**config.mk**
```make
export PLATFORM = sky130hd
export DESIGN_NAME = id_ex_stage
export DESIGN_NICKNAME = d
export VERILOG_FILES = /design/src/rtl/id_ex_stage.sv
export SDC_FILE = /design/constraint.sdc
export NUM_CORES = 1
export LEC_CHECK = 0
export ABC_CLOCK_PERIOD_IN_PS = 6700
export BUFFER_PORTS_ARGS = -buffer_cell sky130_fd_sc_hd__buf_2
export CAP_MARGIN = 20
export CORE_ASPECT_RATIO = 1.75
export CORE_MARGIN = 8
export CORE_UTILIZATION = 30
export DETAILED_ROUTE_END_ITERATION = 10
export GPL_ROUTABILITY_DRIVEN = 0
export HOLD_SLACK_MARGIN = 0.08
export SYNTH_ARGS = -nofsm -noshare
export SYNTH_HDL_FRONTEND = slang
export SYNTH_SLANG_ARGS = --single-unit
```
**constraint.sdc**
```tcl
create_clock -name clk -period 6.7 [get_ports clk]
set_clock_uncertainty 0.2 [all_clocks]
set_input_delay 1.005 -clock clk [delete_from_list [all_inputs] [get_ports clk]]
set_output_delay 1.005 -clock clk [all_outputs]
set_load 0.1 [all_outputs]
```
**src/rtl/id_ex_stage.sv**
```systemverilog
// rtl/id_ex_stage.sv - ID/EX pipeline register with forwarding and load-use hazard detection
//
// Captures decoded operands and control from ID, then forwards EX/MEM and
// MEM/WB results onto the ALU operand ports. The load-use detector inserts
// one bubble per hazard. Downstream stall and branch flush are also supported.
//
// Ports:
//   clk, rst_n            clock, asynchronous active-low reset
//   id_*                  decoded instruction fields and control from ID
//   stall                 downstream stall, EX contents are held
//   flush                 branch flush, a bubble is loaded (beats stall)
//   exmem_*, memwb_*      forwarding sources (write enable, index, result)
//   a_input, b_input      forwarded ALU operands (b_input selects the immediate)
//   sa, opcode            shift amount and opcode to the ALU
//   ex_store_data         forwarded rt value for stores
//   ex_rd, ex_valid, ex_* destination index and control travelling to MEM
//   hazard_stall          load-use hazard, so IF/ID and PC must hold

module id_ex_stage #(
    parameter int WIDTH = 32,
    parameter int REGW  = 5
) (
    input  logic             clk,
    input  logic             rst_n,
    input  logic             id_valid,
    input  logic [WIDTH-1:0] id_rs_data,
    input  logic [WIDTH-1:0] id_rt_data,
    input  logic [WIDTH-1:0] id_imm,
    input  logic [REGW-1:0]  id_rs,
    input  logic [REGW-1:0]  id_rt,
    input  logic [REGW-1:0]  id_rd,
    input  logic [4:0]       id_sa,
    input  logic [3:0]       id_opcode,
    input  logic             id_use_imm,
    input  logic             id_reg_write,
    input  logic             id_mem_read,
    input  logic             id_mem_write,
    input  logic             id_mem_to_reg,
    input  logic             stall,
    input  logic             flush,
    input  logic             exmem_reg_write,
    input  logic [REGW-1:0]  exmem_rd,
    input  logic [WIDTH-1:0] exmem_result,
    input  logic             memwb_reg_write,
    input  logic [REGW-1:0]  memwb_rd,
    input  logic [WIDTH-1:0] memwb_result,
    output logic [WIDTH-1:0] a_input,
    output logic [WIDTH-1:0] b_input,
    output logic [4:0]       sa,
    output logic [3:0]       opcode,
    output logic [WIDTH-1:0] ex_store_data,
    output logic [REGW-1:0]  ex_rd,
    output logic             ex_valid,
    output logic             ex_reg_write,
    output logic             ex_mem_read,
    output logic             ex_mem_write,
    output logic             ex_mem_to_reg,
    output logic             hazard_stall
);

    logic [WIDTH-1:0] r_rs_data;
    logic [WIDTH-1:0] r_rt_data;
    logic [WIDTH-1:0] r_imm;
    logic [REGW-1:0]  r_rs;
    logic [REGW-1:0]  r_rt;
    logic [REGW-1:0]  r_rd;
    logic [4:0]       r_sa;
    logic [3:0]       r_opcode;
    logic             r_use_imm;
    logic             r_valid;
    logic             r_reg_write;
    logic             r_mem_read;
    logic             r_mem_write;
    logic             r_mem_to_reg;

    logic             w_load_hazard;
    logic [WIDTH-1:0] w_fwd_rs;
    logic [WIDTH-1:0] w_fwd_rt;

    // Register 0 is hard-wired, so it is never forwarded. EX/MEM is checked
    // first because it holds the younger result.
    function automatic logic [WIDTH-1:0] fwd(
        input logic [REGW-1:0]  idx,
        input logic [WIDTH-1:0] raw,
        input logic             em_we,
        input logic [REGW-1:0]  em_rd,
        input logic [WIDTH-1:0] em_res,
        input logic             mw_we,
        input logic [REGW-1:0]  mw_rd,
        input logic [WIDTH-1:0] mw_res
    );
        logic [WIDTH-1:0] v;
        v = raw;
        if (idx != '0) begin
            if (em_we && (em_rd == idx)) begin
                v = em_res;
            end else if (mw_we && (mw_rd == idx)) begin
                v = mw_res;
            end
        end
        return v;
    endfunction

    // The rt match is made even when ID does not read rt. This is
    // conservative but keeps the detector independent of the decoder.
    // A flush kills the dependent instruction, so no hold is requested.
    always_comb begin
        w_load_hazard = 1'b0;
        if (!flush && r_valid && r_mem_read && (r_rd != '0) && id_valid &&
            ((r_rd == id_rs) || (r_rd == id_rt))) begin
            w_load_hazard = 1'b1;
        end
    end

    always_comb begin
        w_fwd_rs = fwd(r_rs, r_rs_data, exmem_reg_write, exmem_rd, exmem_result,
                       memwb_reg_write, memwb_rd, memwb_result);
        w_fwd_rt = fwd(r_rt, r_rt_data, exmem_reg_write, exmem_rd, exmem_result,
                       memwb_reg_write, memwb_rd, memwb_result);
    end

    // Priority: flush > stall > load-use bubble > normal capture.
    always_ff @(posedge clk or negedge rst_n) begin
        if (!rst_n) begin
            r_rs_data    <= '0;
            r_rt_data    <= '0;
            r_imm        <= '0;
            r_rs         <= '0;
            r_rt         <= '0;
            r_rd         <= '0;
            r_sa         <= '0;
            r_opcode     <= '0;
            r_use_imm    <= 1'b0;
            r_valid      <= 1'b0;
            r_reg_write  <= 1'b0;
            r_mem_read   <= 1'b0;
            r_mem_write  <= 1'b0;
            r_mem_to_reg <= 1'b0;
        end else if (flush || (!stall && w_load_hazard)) begin
            r_rs_data    <= '0;
            r_rt_data    <= '0;
            r_imm        <= '0;
            r_rs         <= '0;
            r_rt         <= '0;
            r_rd         <= '0;
            r_sa         <= '0;
            r_opcode     <= '0;
            r_use_imm    <= 1'b0;
            r_valid      <= 1'b0;
            r_reg_write  <= 1'b0;
            r_mem_read   <= 1'b0;
            r_mem_write  <= 1'b0;
            r_mem_to_reg <= 1'b0;
        end else if (!stall) begin
            r_rs_data    <= id_rs_data;
            r_rt_data    <= id_rt_data;
            r_imm        <= id_imm;
            r_rs         <= id_rs;
            r_rt         <= id_rt;
            r_rd         <= id_rd;
            r_sa         <= id_sa;
            r_opcode     <= id_opcode;
            r_use_imm    <= id_use_imm;
            r_valid      <= id_valid;
            r_reg_write  <= id_reg_write;
            r_mem_read   <= id_mem_read;
            r_mem_write  <= id_mem_write;
            r_mem_to_reg <= id_mem_to_reg;
        end
    end

    assign a_input       = w_fwd_rs;
    assign b_input       = r_use_imm ? r_imm : w_fwd_rt;
    assign ex_store_data = w_fwd_rt;
    assign sa            = r_sa;
    assign opcode        = r_opcode;
    assign ex_rd         = r_rd;
    assign ex_valid      = r_valid;
    assign ex_reg_write  = r_reg_write;
    assign ex_mem_read   = r_mem_read;
    assign ex_mem_write  = r_mem_write;
    assign ex_mem_to_reg = r_mem_to_reg;
    assign hazard_stall  = w_load_hazard;

endmodule

```
# Yosys cells after proc, flatten, opt, wreduce, memory -nomap -nowiden
# Cells that the tools add are included.
# Widths: inputs -> output; s select.
# totals
reg_bits	126
output_inout_bits	116
wordCells	74
# op_classes
n_eq_ne	7
n_mux	36
reduce_logical	17
# ops
op	count
$mux 32	13
$mux 5	8
$eq 5x5->1	6
$reduce_bool 5->1	3
$mux 1	13
$logic_and 1x1->1	10
$mux 4	2
$logic_not 1->1	2
$logic_or 1x1->1	2
$ne 2x1->1 const B	1

# Depth between registers and ports, before layout
# logic_depth
ltp_word	10
mapped_depth	8

# Least setup slack after synthesis
# No wires, ideal clock.
# synth_timing
path_kind	input to output
start	input port memwb_rd[0]
end	output port a_input[13]
arrival_ns	3.418
t_required_ns	5.495
slack_ns	2.077
stages	6
cell_sequence	xor2_1 nor4_1 and3_1 buf_2 nand2_1 o221ai_1
# synth_via
elab_chain_cells	5
# synth_lines
element	line	text
from (decl)	45	input logic [REGW-1:0] memwb_rd,
$eq 5x5->1	97	end else if (mw_we && (mw_rd == idx)) begin
$logic_and 1x1->1	97	
$mux 32	97	
$mux 32	95	if (em_we && (em_rd == idx)) begin
$mux 32	94	if (idx != '0) begin
to (decl)	47	output logic [WIDTH-1:0] a_input,
# No other way between the ends.

# Worst setup path in the final report
# layout_timing
start	register r_rt[1]
end	output port ex_store_data[6]
# layout_via
elab_chain_cells	5
# layout_lines
element	line	text
from (decl)	65	logic [REGW-1:0] r_rt;
from (signal assigned)	159	r_rt <= id_rt;
$eq 5x5->1	97	
$logic_and 1x1->1	97	
$mux 32	97	
$mux 32	95	
$mux 32 (*)	94	
to (decl)	51	output logic [WIDTH-1:0] ex_store_data,
# Mark *: on every way between the ends. The rest lies on a longest branch, timed or not.

==> flow_summary.json <==
{
  "cts-resized-gates": 0,
  "worst_hold_path.endpoint": "sa[0]$_DFFE_PN0P_",
  "synth_top_family_by_area": "compound AO/OA/AOI/OAI gates",
  "port-buffer-count": 321,
  "clk_pin_slew_ns": 0.06,
  "tns_ns": 0,
  "min_path_cells": 1,
  "top_regs": "r_imm: 32 flops, r_rs_data: 32 flops, r_rt_data: 32 flops",
  "worst_ep_arrival_time_ns": 3.59,
  "syn2layout_area_growth_pct": 34.1,
  "min_period_over_period_pct": 71.6,
  "worstSetupPathType": "reg2out",
  "post-cts-setup-buffers": 0,
  "rr_startpoint": "ex_rd[4]$_DFFE_PN0P_",
  "synth_seq_cells": 126,
  "hold_violations": 0,
  "worstMarginPinSlew_ns": 1.09,
  "slew_headroom_pct": 26.9,
  "synth-adder-area-share_pct": 0,
  "synth_mux_area_share_pct": 0,
  "dp_hpwl_um": 23400,
  "h-tree-depth": 4,
  "maxSlewViolCount": 0,
  "cp_data_required_time_ns": 5.49,
  "hold_path.class": "reg2reg",
  "cts.sinks": 126,
  "yosys_warnings": 0,
  "power.density_nw_per_um2": 272,
  "cp-end-kind": "output pin",
  "cts-buffers-inserted": 17,
  "post-route-drc-count": 0,
  "fmax_mhz": 209,
  "grt_max_degree": 80,
  "overflow": 0,
  "coreArea_um2": 23900,
  "tritoncts": "built",
  "dieArea_um2": 29800,
  "hold_path_startpoint": "sa[0]$_DFFE_PN0P_",
  "antenna_left": 0,
  "die_x_um": 134,
  "min_period_ns": 4.79,
  "start_kind": "register",
  "routed_wl_um": 31700,
  "worst_slack_ns": 1.91,
  "pre_cts_slack_ns": 1.97,
  "async_reset_ff_share_pct": 100,
  "peakVddDrop_mv": 0.157,
  "r2r_cells": 6,
  "synthXorXnorAreaFrac_pct": 3.59,
  "ys_types": 32,
  "synth_fp_nets": 961,
  "grt_pass1_wl_um": 48100,
  "track_usage_pct": 20.9,
  "ios": 322,
  "antenna_found_initial": 15,
  "reg2reg_setup_slack_ns": 4.51,
  "insertion_delay_ns": 0.43,
  "drt_iter0_markers": 606,
  "wl_per_cell_um": 23.3,
  "rsz0062_at_grt": "false",
  "die_h_um": 223,
  "netlist_area_um2": 7310,
  "dr_total_vias": 7490,
  "ys_seq_area_share_pct": 43.1,
  "syn-instance-count": 755,
  "first_pass_iters": 5,
  "clockBufferDepth": 2,
  "cp-startpoint": "r_rt[1]$_DFFE_PN0P_",
  "num_rows": 75,
  "yosys.area_share.simple_pct": 11.4,
  "register_area_um2": 3150,
  "cap_violations": 0,
  "power_w": 0.00267,
  "start_util_pct": 30.6,
  "hold_buffers": 0,
  "finalNetCount": 1234,
  "status": "finished clean",
  "multi_input_area_um2": 3610,
  "drive_gt1_share_pct": 36.3,
  "synth_area_per_cell_um2": 9.68,
  "cts_root_buffer": "clkbuf_16",
  "power.leakage_nw": 4.94,
  "critPathMaxFanout": 65,
  "rr_endpoint": "r_imm[18]$_DFFE_PN0P_",
  "grt_pass1_vias": 7910,
  "fillers": 2476,
  "synth_compound_area_share_pct": 33.7,
  "drt-vias-per-instance": 5.50,
  "synth_edf_count": 0,
  "setup_viol": 0,
  "ys.flop_type": "dfrtp_1"
}
==> cell usage after synthesis, drive strengths merged (2+ instances only) <==
cell	instances	area share (%)
a31o	32	3.8
nor3	35	2.4
a221o	32	4.4
inv	64	3.3
o22ai	2	0.26
nand2	42	2.2
xnor2	26	3.1
o221ai	32	3.8
clkbuf	65	3.3
dfrtp	126	43
a22o	157	19
a21oi	34	2.3
buf	18	1.5
nor2	6	0.31
xor2	4	0.48
or2	2	0.17
nand3	9	0.62
nand2b	32	2.7
nand4	28	2.5
==> through the flow <==
stage / cells / util, % / hold slack (ns) / area (um^2)
4_1_cts: 1349 / 40.9 / 0.306 / 9780
6_report: 1361 / 41.0 / 0.304 / 9810
3_5_place_dp: 1317 / 38.1 / 0.287 / 9120
5_1_grt: 1358 / 41.0 / 0.315 / 9800
2_1_floorplan: 755 / - / 0.273 / 7310
3_3_place_gp: 1317 / 38.1 / 0.283 / 9120
==> power breakdown <==
part	internal (W)	total [W]	switching [W]
logic	0.000179	0.000785	0.000606
clock network	0.000673	0.00104	0.000370
registers	0.000804	0.000839	0.0000352
total	0.00166	0.00267	0.00101
==> logic make-up after synthesis <==
group / after synthesis
XOR/XNOR: 30
flip-flops: 126
AND/OR/NAND/NOR: 160
AO/OA/AOI/OAI: 292
buffers and inverters: 147
==> layer usage <==
metal	GRT usage [%]	wire, um	share of wire (%)
met1	24.6	12600	40
met2	32.8	15300	48
met3	6.57	2420	7.6
met4	12.1	1410	4.4
met5	0	35	0.11
==> how the worst max path moves through the flow <==
stage | endpoint | cells after the start | slack [ns]
after detailed placement | a_input[11] | 8 | 1.97
after floorplan | a_input[13] | 6 | 2.08
after CTS | ex_store_data[11] | 7 | 1.89
after global placement | a_input[11] | 8 | 1.99
after global routing | ex_store_data[11] | 7 | 1.77
final | ex_store_data[6] | 7 | 1.91
==> final cells by class <==
class	count	area share, %
clock buffer	19	4.52
antenna	12	0.306
timing repair buffer	337	17.7
sequential	126	32.2
tap	308	3.93
inverter	64	2.45
multi-input combinational	482	36.8
clock inverter	13	2.17
==> cell usage in the layout (no fill, tap or decap), types with 2 or more instances in the layout <==
| cell type | netlist | routed |
|---|---|---|
| a31o_1 | 32 | 32 |
| buf_4 | 0 | 16 |
| dfrtp_1 | 126 | 125 |
| nand3_1 | 9 | 9 |
| nand2b_1 | 32 | 32 |
| inv_1 | 64 | 64 |
| nand4_1 | 27 | 27 |
| o221ai_1 | 32 | 32 |
| xor2_1 | 4 | 4 |
| nand2_2 | 0 | 2 |
| a22o_1 | 157 | 157 |
| nor2_1 | 6 | 5 |
| clkbuf_16 | 0 | 17 |
| xnor2_1 | 26 | 26 |
| diode_2 | 0 | 12 |
| a21oi_1 | 34 | 33 |
| clkinv_4 | 0 | 5 |
| buf_2 | 11 | 320 |
| clkinv_2 | 0 | 2 |
| bufinv_16 | 0 | 5 |
| nand2_1 | 42 | 40 |
| a221o_1 | 32 | 32 |
| nor3_1 | 35 | 35 |
==> worst max-delay path: stages, from the launching register on <==
cell and delay, ns:
dfrtp_1 0.45, nor3_1 0.54, nand2_2 0.08, buf_4 0.36
nand2_1 0.63, buf_4 0.39, a22o_1 0.23, buf_2 0.44
No activity file was read; power rests on OpenSTA's default activity.
